**src/rtl/cplx_pkg.sv**
```systemverilog
// Shared types for the sequential complex multiplier: operand/product widths,
// the iteration counter width and the control FSM state encoding.
package cplx_pkg;

    localparam int OP_W  = 16;
    localparam int CNT_W = $clog2(OP_W);

    typedef logic signed [OP_W-1:0]   op_t;
    typedef logic signed [2*OP_W-1:0] prod_t;

    typedef enum logic [1:0] {IDLE, MUL, COMB, DONE} state_t;

endpackage

```
**src/rtl/seq_mul_signed.sv**
```systemverilog
// Radix-2 Booth multiplier, W x W -> 2W signed, one recoding step per 'step' cycle.
// 'start' loads the operands and clears the accumulator; W steps yield the product.
module seq_mul_signed #(
    parameter int W = 16
) (
    input  logic                  clk,
    input  logic                  rst,
    input  logic                  start,
    input  logic                  step,
    input  logic signed [W-1:0]   multiplicand,
    input  logic signed [W-1:0]   multiplier,
    output logic signed [2*W-1:0] product
);

    // One guard bit keeps acc - (-2^(W-1)) representable without wrapping.
    logic signed [W:0] mcand_q;
    logic signed [W:0] acc_q;
    logic [W-1:0]      mplr_q;
    logic              qm1_q;
    logic signed [W:0] sum_d;

    always_comb begin
        unique case ({mplr_q[0], qm1_q})
            2'b01:   sum_d = acc_q + mcand_q;
            2'b10:   sum_d = acc_q - mcand_q;
            default: sum_d = acc_q;
        endcase
    end

    always_ff @(posedge clk or posedge rst) begin
        if (rst) begin
            mcand_q <= '0;
            acc_q   <= '0;
            mplr_q  <= '0;
            qm1_q   <= 1'b0;
        end else if (start) begin
            mcand_q <= {multiplicand[W-1], multiplicand};
            acc_q   <= '0;
            mplr_q  <= multiplier;
            qm1_q   <= 1'b0;
        end else if (step) begin
            acc_q   <= {sum_d[W], sum_d[W:1]};
            mplr_q  <= {sum_d[0], mplr_q[W-1:1]};
            qm1_q   <= mplr_q[0];
        end
    end

    assign product = {acc_q[W-1:0], mplr_q};

endmodule

```
**src/rtl/cplx_mul_seq.sv**
```systemverilog
// Sequential signed complex multiplier: four parallel Booth multipliers followed
// by a single 2W-bit add/subtract pass, valid/ready handshakes on both sides.
module cplx_mul_seq
    import cplx_pkg::*;
#(
    parameter int W = OP_W
) (
    input  logic                  clk,
    input  logic                  rst,
    input  logic                  in_valid,
    output logic                  in_ready,
    input  logic signed [W-1:0]   a_re,
    input  logic signed [W-1:0]   a_im,
    input  logic signed [W-1:0]   b_re,
    input  logic signed [W-1:0]   b_im,
    output logic                  out_valid,
    input  logic                  out_ready,
    output logic signed [2*W-1:0] re,
    output logic signed [2*W-1:0] im,
    output logic                  ovf_re,
    output logic                  ovf_im
);

    localparam int PW   = 2 * W;
    localparam int CntW = (W == OP_W) ? CNT_W : $clog2(W);

    state_t              state_q;
    logic [CntW-1:0]     cnt_q;
    logic                in_ready_q;
    logic                out_valid_q;
    logic signed [PW-1:0] re_q, im_q;
    logic                ovf_re_q, ovf_im_q;

    logic                start;
    logic                step;
    logic signed [PW-1:0] p_rr, p_ii, p_ri, p_ir;
    logic signed [PW-1:0] sub_y, re_d, im_d;
    logic                ovf_re_d, ovf_im_d;

    assign start = in_valid && in_ready_q;
    assign step  = (state_q == MUL);

    seq_mul_signed #(.W(W)) u_mul_rr (.clk(clk), .rst(rst), .start(start), .step(step),
        .multiplicand(a_re), .multiplier(b_re), .product(p_rr));
    seq_mul_signed #(.W(W)) u_mul_ii (.clk(clk), .rst(rst), .start(start), .step(step),
        .multiplicand(a_im), .multiplier(b_im), .product(p_ii));
    seq_mul_signed #(.W(W)) u_mul_ri (.clk(clk), .rst(rst), .start(start), .step(step),
        .multiplicand(a_re), .multiplier(b_im), .product(p_ri));
    seq_mul_signed #(.W(W)) u_mul_ir (.clk(clk), .rst(rst), .start(start), .step(step),
        .multiplicand(a_im), .multiplier(b_re), .product(p_ir));

    // Subtraction as x + ~y + 1 so overflow is judged against the inverted operand.
    assign sub_y    = ~p_ii;
    assign re_d     = p_rr + sub_y + PW'(1);
    assign im_d     = p_ri + p_ir;
    assign ovf_re_d = (p_rr[PW-1] == sub_y[PW-1]) && (re_d[PW-1] != p_rr[PW-1]);
    assign ovf_im_d = (p_ri[PW-1] == p_ir[PW-1]) && (im_d[PW-1] != p_ri[PW-1]);

    always_ff @(posedge clk or posedge rst) begin
        if (rst) begin
            state_q     <= IDLE;
            cnt_q       <= '0;
            in_ready_q  <= 1'b1;
            out_valid_q <= 1'b0;
            re_q        <= '0;
            im_q        <= '0;
            ovf_re_q    <= 1'b0;
            ovf_im_q    <= 1'b0;
        end else begin
            unique case (state_q)
                IDLE: begin
                    if (in_valid) begin
                        state_q    <= MUL;
                        cnt_q      <= '0;
                        in_ready_q <= 1'b0;
                    end
                end
                MUL: begin
                    if (cnt_q == CntW'(W - 1)) begin
                        state_q <= COMB;
                    end else begin
                        cnt_q <= cnt_q + 1'b1;
                    end
                end
                COMB: begin
                    re_q        <= re_d;
                    im_q        <= im_d;
                    ovf_re_q    <= ovf_re_d;
                    ovf_im_q    <= ovf_im_d;
                    out_valid_q <= 1'b1;
                    state_q     <= DONE;
                end
                DONE: begin
                    if (out_ready) begin
                        out_valid_q <= 1'b0;
                        in_ready_q  <= 1'b1;
                        state_q     <= IDLE;
                    end
                end
                default: begin
                    state_q     <= IDLE;
                    in_ready_q  <= 1'b1;
                    out_valid_q <= 1'b0;
                end
            endcase
        end
    end

    assign in_ready  = in_ready_q;
    assign out_valid = out_valid_q;
    assign re        = re_q;
    assign im        = im_q;
    assign ovf_re    = ovf_re_q;
    assign ovf_im    = ovf_im_q;

endmodule
```
**config.mk**
```make
export PLATFORM = sky130hd
export DESIGN_NAME = cplx_mul_seq
export DESIGN_NICKNAME = d
export VERILOG_FILES = /design/src/rtl/cplx_pkg.sv /design/src/rtl/seq_mul_signed.sv /design/src/rtl/cplx_mul_seq.sv
export SDC_FILE = /design/constraint.sdc
export NUM_CORES = 1
export LEC_CHECK = 0
export CAP_MARGIN = 15
export CORE_ASPECT_RATIO = 1.4
export CORE_MARGIN = 3
export CORE_UTILIZATION = 35
export DETAILED_ROUTE_END_ITERATION = 16
export DONT_BUFFER_PORTS = 1
export GPL_TIMING_DRIVEN = 0
export PLACE_DENSITY_LB_ADDON = 0.1
export RECOVER_POWER = 25
export SLEW_MARGIN = 20
export SYNTH_ARGS = -nofsm -noshare
export SYNTH_HDL_FRONTEND = slang
export SYNTH_HIERARCHICAL = 1
export SYNTH_SLANG_ARGS = --single-unit
```
**constraint.sdc**
```tcl
create_clock -name clk -period 4.4 [get_ports clk]
set_input_delay 0.88 -clock clk [delete_from_list [all_inputs] [get_ports clk]]
set_output_delay 0.88 -clock clk [all_outputs]
set_load 0.01 [all_outputs]
```
==> impl_metrics.toml <==
[outcome]
status = "complete, but fails checks"
failed_checks = "capacitance limit, slew limit"

[place]
gp_congestion = 0.865
dpl-instance-area_um2 = 20000
port_buffers = 0
place_ws_ns = 0.267
dpl.hpwl_mm = 49.6

[global_route]
grt_pass1_vias = 15550
grt.total_usage = 0.212
grt_max_degree = 51
antenna_found_initial = 1
grt-ovfl-total = 0
grt_pass1_wl_mm = 94.2

[critical_path]
r2r_start = "u_mul_ir/mcand_q[2]"
crit_top_cell = "a21oi_1"
r2r_slack_ns = 0.26
worstSetupEndpoint = "u_mul_ir/acc_q[12]"
crit_cells = 12
reg2reg_to = "u_mul_ir/acc_q[12]"
critPathMaxFanout = 6
crit_slowest_cell = "a2111oi_0"
worstPathCellList = "or3_4, nor4_1, a21oi_1, xnor2_1, ha_1, and3_1, a22o_1, a2111oi_0, o41ai_1, xor2_1, nand2_1, a21oi_1"
critPathKind = "flip-flop to flip-flop"
path_buf_inv = 0
endpoint_kind = "flip-flop"
critPathRequiredTime_ns = 4.90
r2r_cells = 12
arrival_ns = 4.64
critPathLaunchType = "flip-flop"
slowest_delay_ns = 0.67
crit_path_start = "u_mul_ir/mcand_q[2]"
critPathTopFamily = "compound AO/OA/AOI/OAI gates"

[timing]
setup_violations = 0
finalCritPeriodShare = 0.942
fin_crit_ns = 4.14
clock.fmax_ghz = 0.241
rsz0062_at_grt = "false"
tns_ns = 0
hold_viol = 0
drv_slew = 144
skew_ns = 0.0266
maxSlewHeadroom = -0.598
finalWorstSetupSlack_ns = 0.256
tightest_slew_ns = 2.38

[clocking]
cts_sinks = 270
ctsLongestPathBuffers = 3
insertion_delay_ns = 0.59
cts_hold_buf = 0
root_buffer = "clkbuf_16"
cts_setup_buffers = 0
htreeDepth = 1
post_cts_resized = 0
cts_tree = "done"
cts_buffers = 31
path_clk_slew_ns = 0.07

[drt]
dr.pass1.iters = 6
drt-initial-drc-count = 810
top_layer = "met4"
ant_nets = 0
wire_per_inst_um = 22.0
wl_met1_mm = 25.3
route.met3.wl_mm = 2.56
drc_errors = 0
viasPerCell = 5.39
vias = 15161
met2_length_mm = 32.4
drt_wl_total_mm = 61.9

[synth]
synth_top_area_cell = "dfrtp_1"
syn_nets = 2251
ys_seq_elements = 270
avgSynthCellArea_um2 = 9.34
yosysSeqAreaShare = 0.355
synthTopCellsByArea = "dfrtp_1 35%, ha_1 9.2%, mux2_2 6.4%, xnor2_1 5.5%, mux2i_1 4.3%"
synth-edff-count = 0
synth-async-reset-ratio = 1.00
synth_top_area_frac = 0.354
synth.distinct_cells = 90
syn_area_um2 = 19000
synth_ff_type = "dfrtp_1"
syn-instance-count = 2037
synth_warnings = 6

[floorplanning]
die_h_um = 282
initial_core_util = 0.356
io_pins = 136
fp-row-count = 100
die-area_um2 = 57300
die_x_um = 203
core_area_um2 = 53400

[layout]
fin_nets = 2288
design_area_um2 = 21100
final_common_cell = "dfrtp_1"
drive_gt1_frac = 0.112
area_growth_pct = 11.0
final_cell_mix = "269 x dfrtp_1, 186 x nand2_1, 155 x nor2_1, 149 x o21ai_0, 141 x a21oi_1"

[job]
max-cap-violations = 4

[min_path]
worstHoldPathType = "primary input to asynchronous set/reset pin"
[worst min path at each step]
| stage | start | end | slack, ns | cells after the start |
|---|---|---|---|---|
| final | rst | u_mul_ii/mplr_q[0] | 0.28 | 1 |
| after global placement | u_mul_ri/qm1_q | u_mul_ri/qm1_q | 0.50 | 2 |
| after CTS | rst | u_mul_ir/mplr_q[0] | 0.08 | 1 |
| after global routing | rst | u_mul_ii/mplr_q[0] | 0.31 | 1 |
| after detailed placement | u_mul_ri/qm1_q | u_mul_ri/qm1_q | 0.52 | 2 |
| after floorplan | u_mul_ii/qm1_q | u_mul_ii/qm1_q | 0.49 | 2 |
[Yosys cell counts, drive strengths merged, types with 28 or more instances]
master  number
a31oi       38
a211oi      39
mux2       109
o211ai      28
ha         140
inv         84
a21oi      144
clkbuf      63
xnor2      119
mux2i       81
dfrtp      269
nor2       158
o21ai      164
xor2        46
nand2      187
a21o        61
[per-stage QoR]
stage / hold WS [ns] / utilization / std cells
6_report: 0.284 / 0.395 / 2815
5_1_grt: 0.307 / 0.395 / 2815
4_1_cts: 0.0765 / 0.396 / 2813
3_5_place_dp: 0.515 / 0.375 / 2755
3_3_place_gp: 0.503 / 0.373 / 2751
2_1_floorplan: 0.486 / - / 2037
[layer usage]
layer / track usage / vias up
met5: 0 / -
met4: 0.0607 / 0
met3: 0.0274 / 71
met2: 0.398 / 299
met1: 0.252 / 7373
li1: - / 7418
[sequential cells by signal (all words and copies together) (netlist names), 2 cells and up]
name / flops
cnt_q: 4
im: 32
re: 32
state_q: 2
u_mul_ii/acc_q: 16
u_mul_ii/mcand_q: 16
u_mul_ii/mplr_q: 16
u_mul_ir/acc_q: 16
u_mul_ir/mcand_q: 16
u_mul_ir/mplr_q: 16
u_mul_ri/acc_q: 16
u_mul_ri/mcand_q: 16
u_mul_ri/mplr_q: 16
u_mul_rr/acc_q: 16
u_mul_rr/mcand_q: 16
u_mul_rr/mplr_q: 16
[area by class of cell]
type                            instances  area, um2
Antenna cell                            2       5.00
Buffer                                 87        413
Clock buffer                           43        891
Clock inverter                         15        243
Fill cell                            5441      32300
Inverter                               84        319
Multi-Input combinational cell       1596      11600
Sequential cell                       270       6760
Tap cell                              714        893
Timing Repair Buffer                    4       55.1
[worst reg2reg max path, stage by stage (launching register included)]
cell,delay [ns]
dfrtp_1,0.43
or3_4,0.45
nor4_1,0.53
a21oi_1,0.18
xnor2_1,0.42
ha_1,0.39
and3_1,0.18
a22o_1,0.24
a2111oi_0,0.67
o41ai_1,0.17
xor2_1,0.16
nand2_1,0.09
a21oi_1,0.17
[cell families (layout without fill, tap and decap cells)]
family          after synthesis  in the layout  synth area share
compound gates              578            578             0.195
simple gates                517            517             0.131
flops                       270            270             0.355
mux                         190            190             0.107
buf+inv                     171            233            0.0381
xor+xnor                    165            165            0.0759
fa+ha+maj                   146            146            0.0983
other cells                   0              2                 0
Power is not shown: default switching activity piles up to over one toggle a cycle in this logic, so the estimate is an artifact.
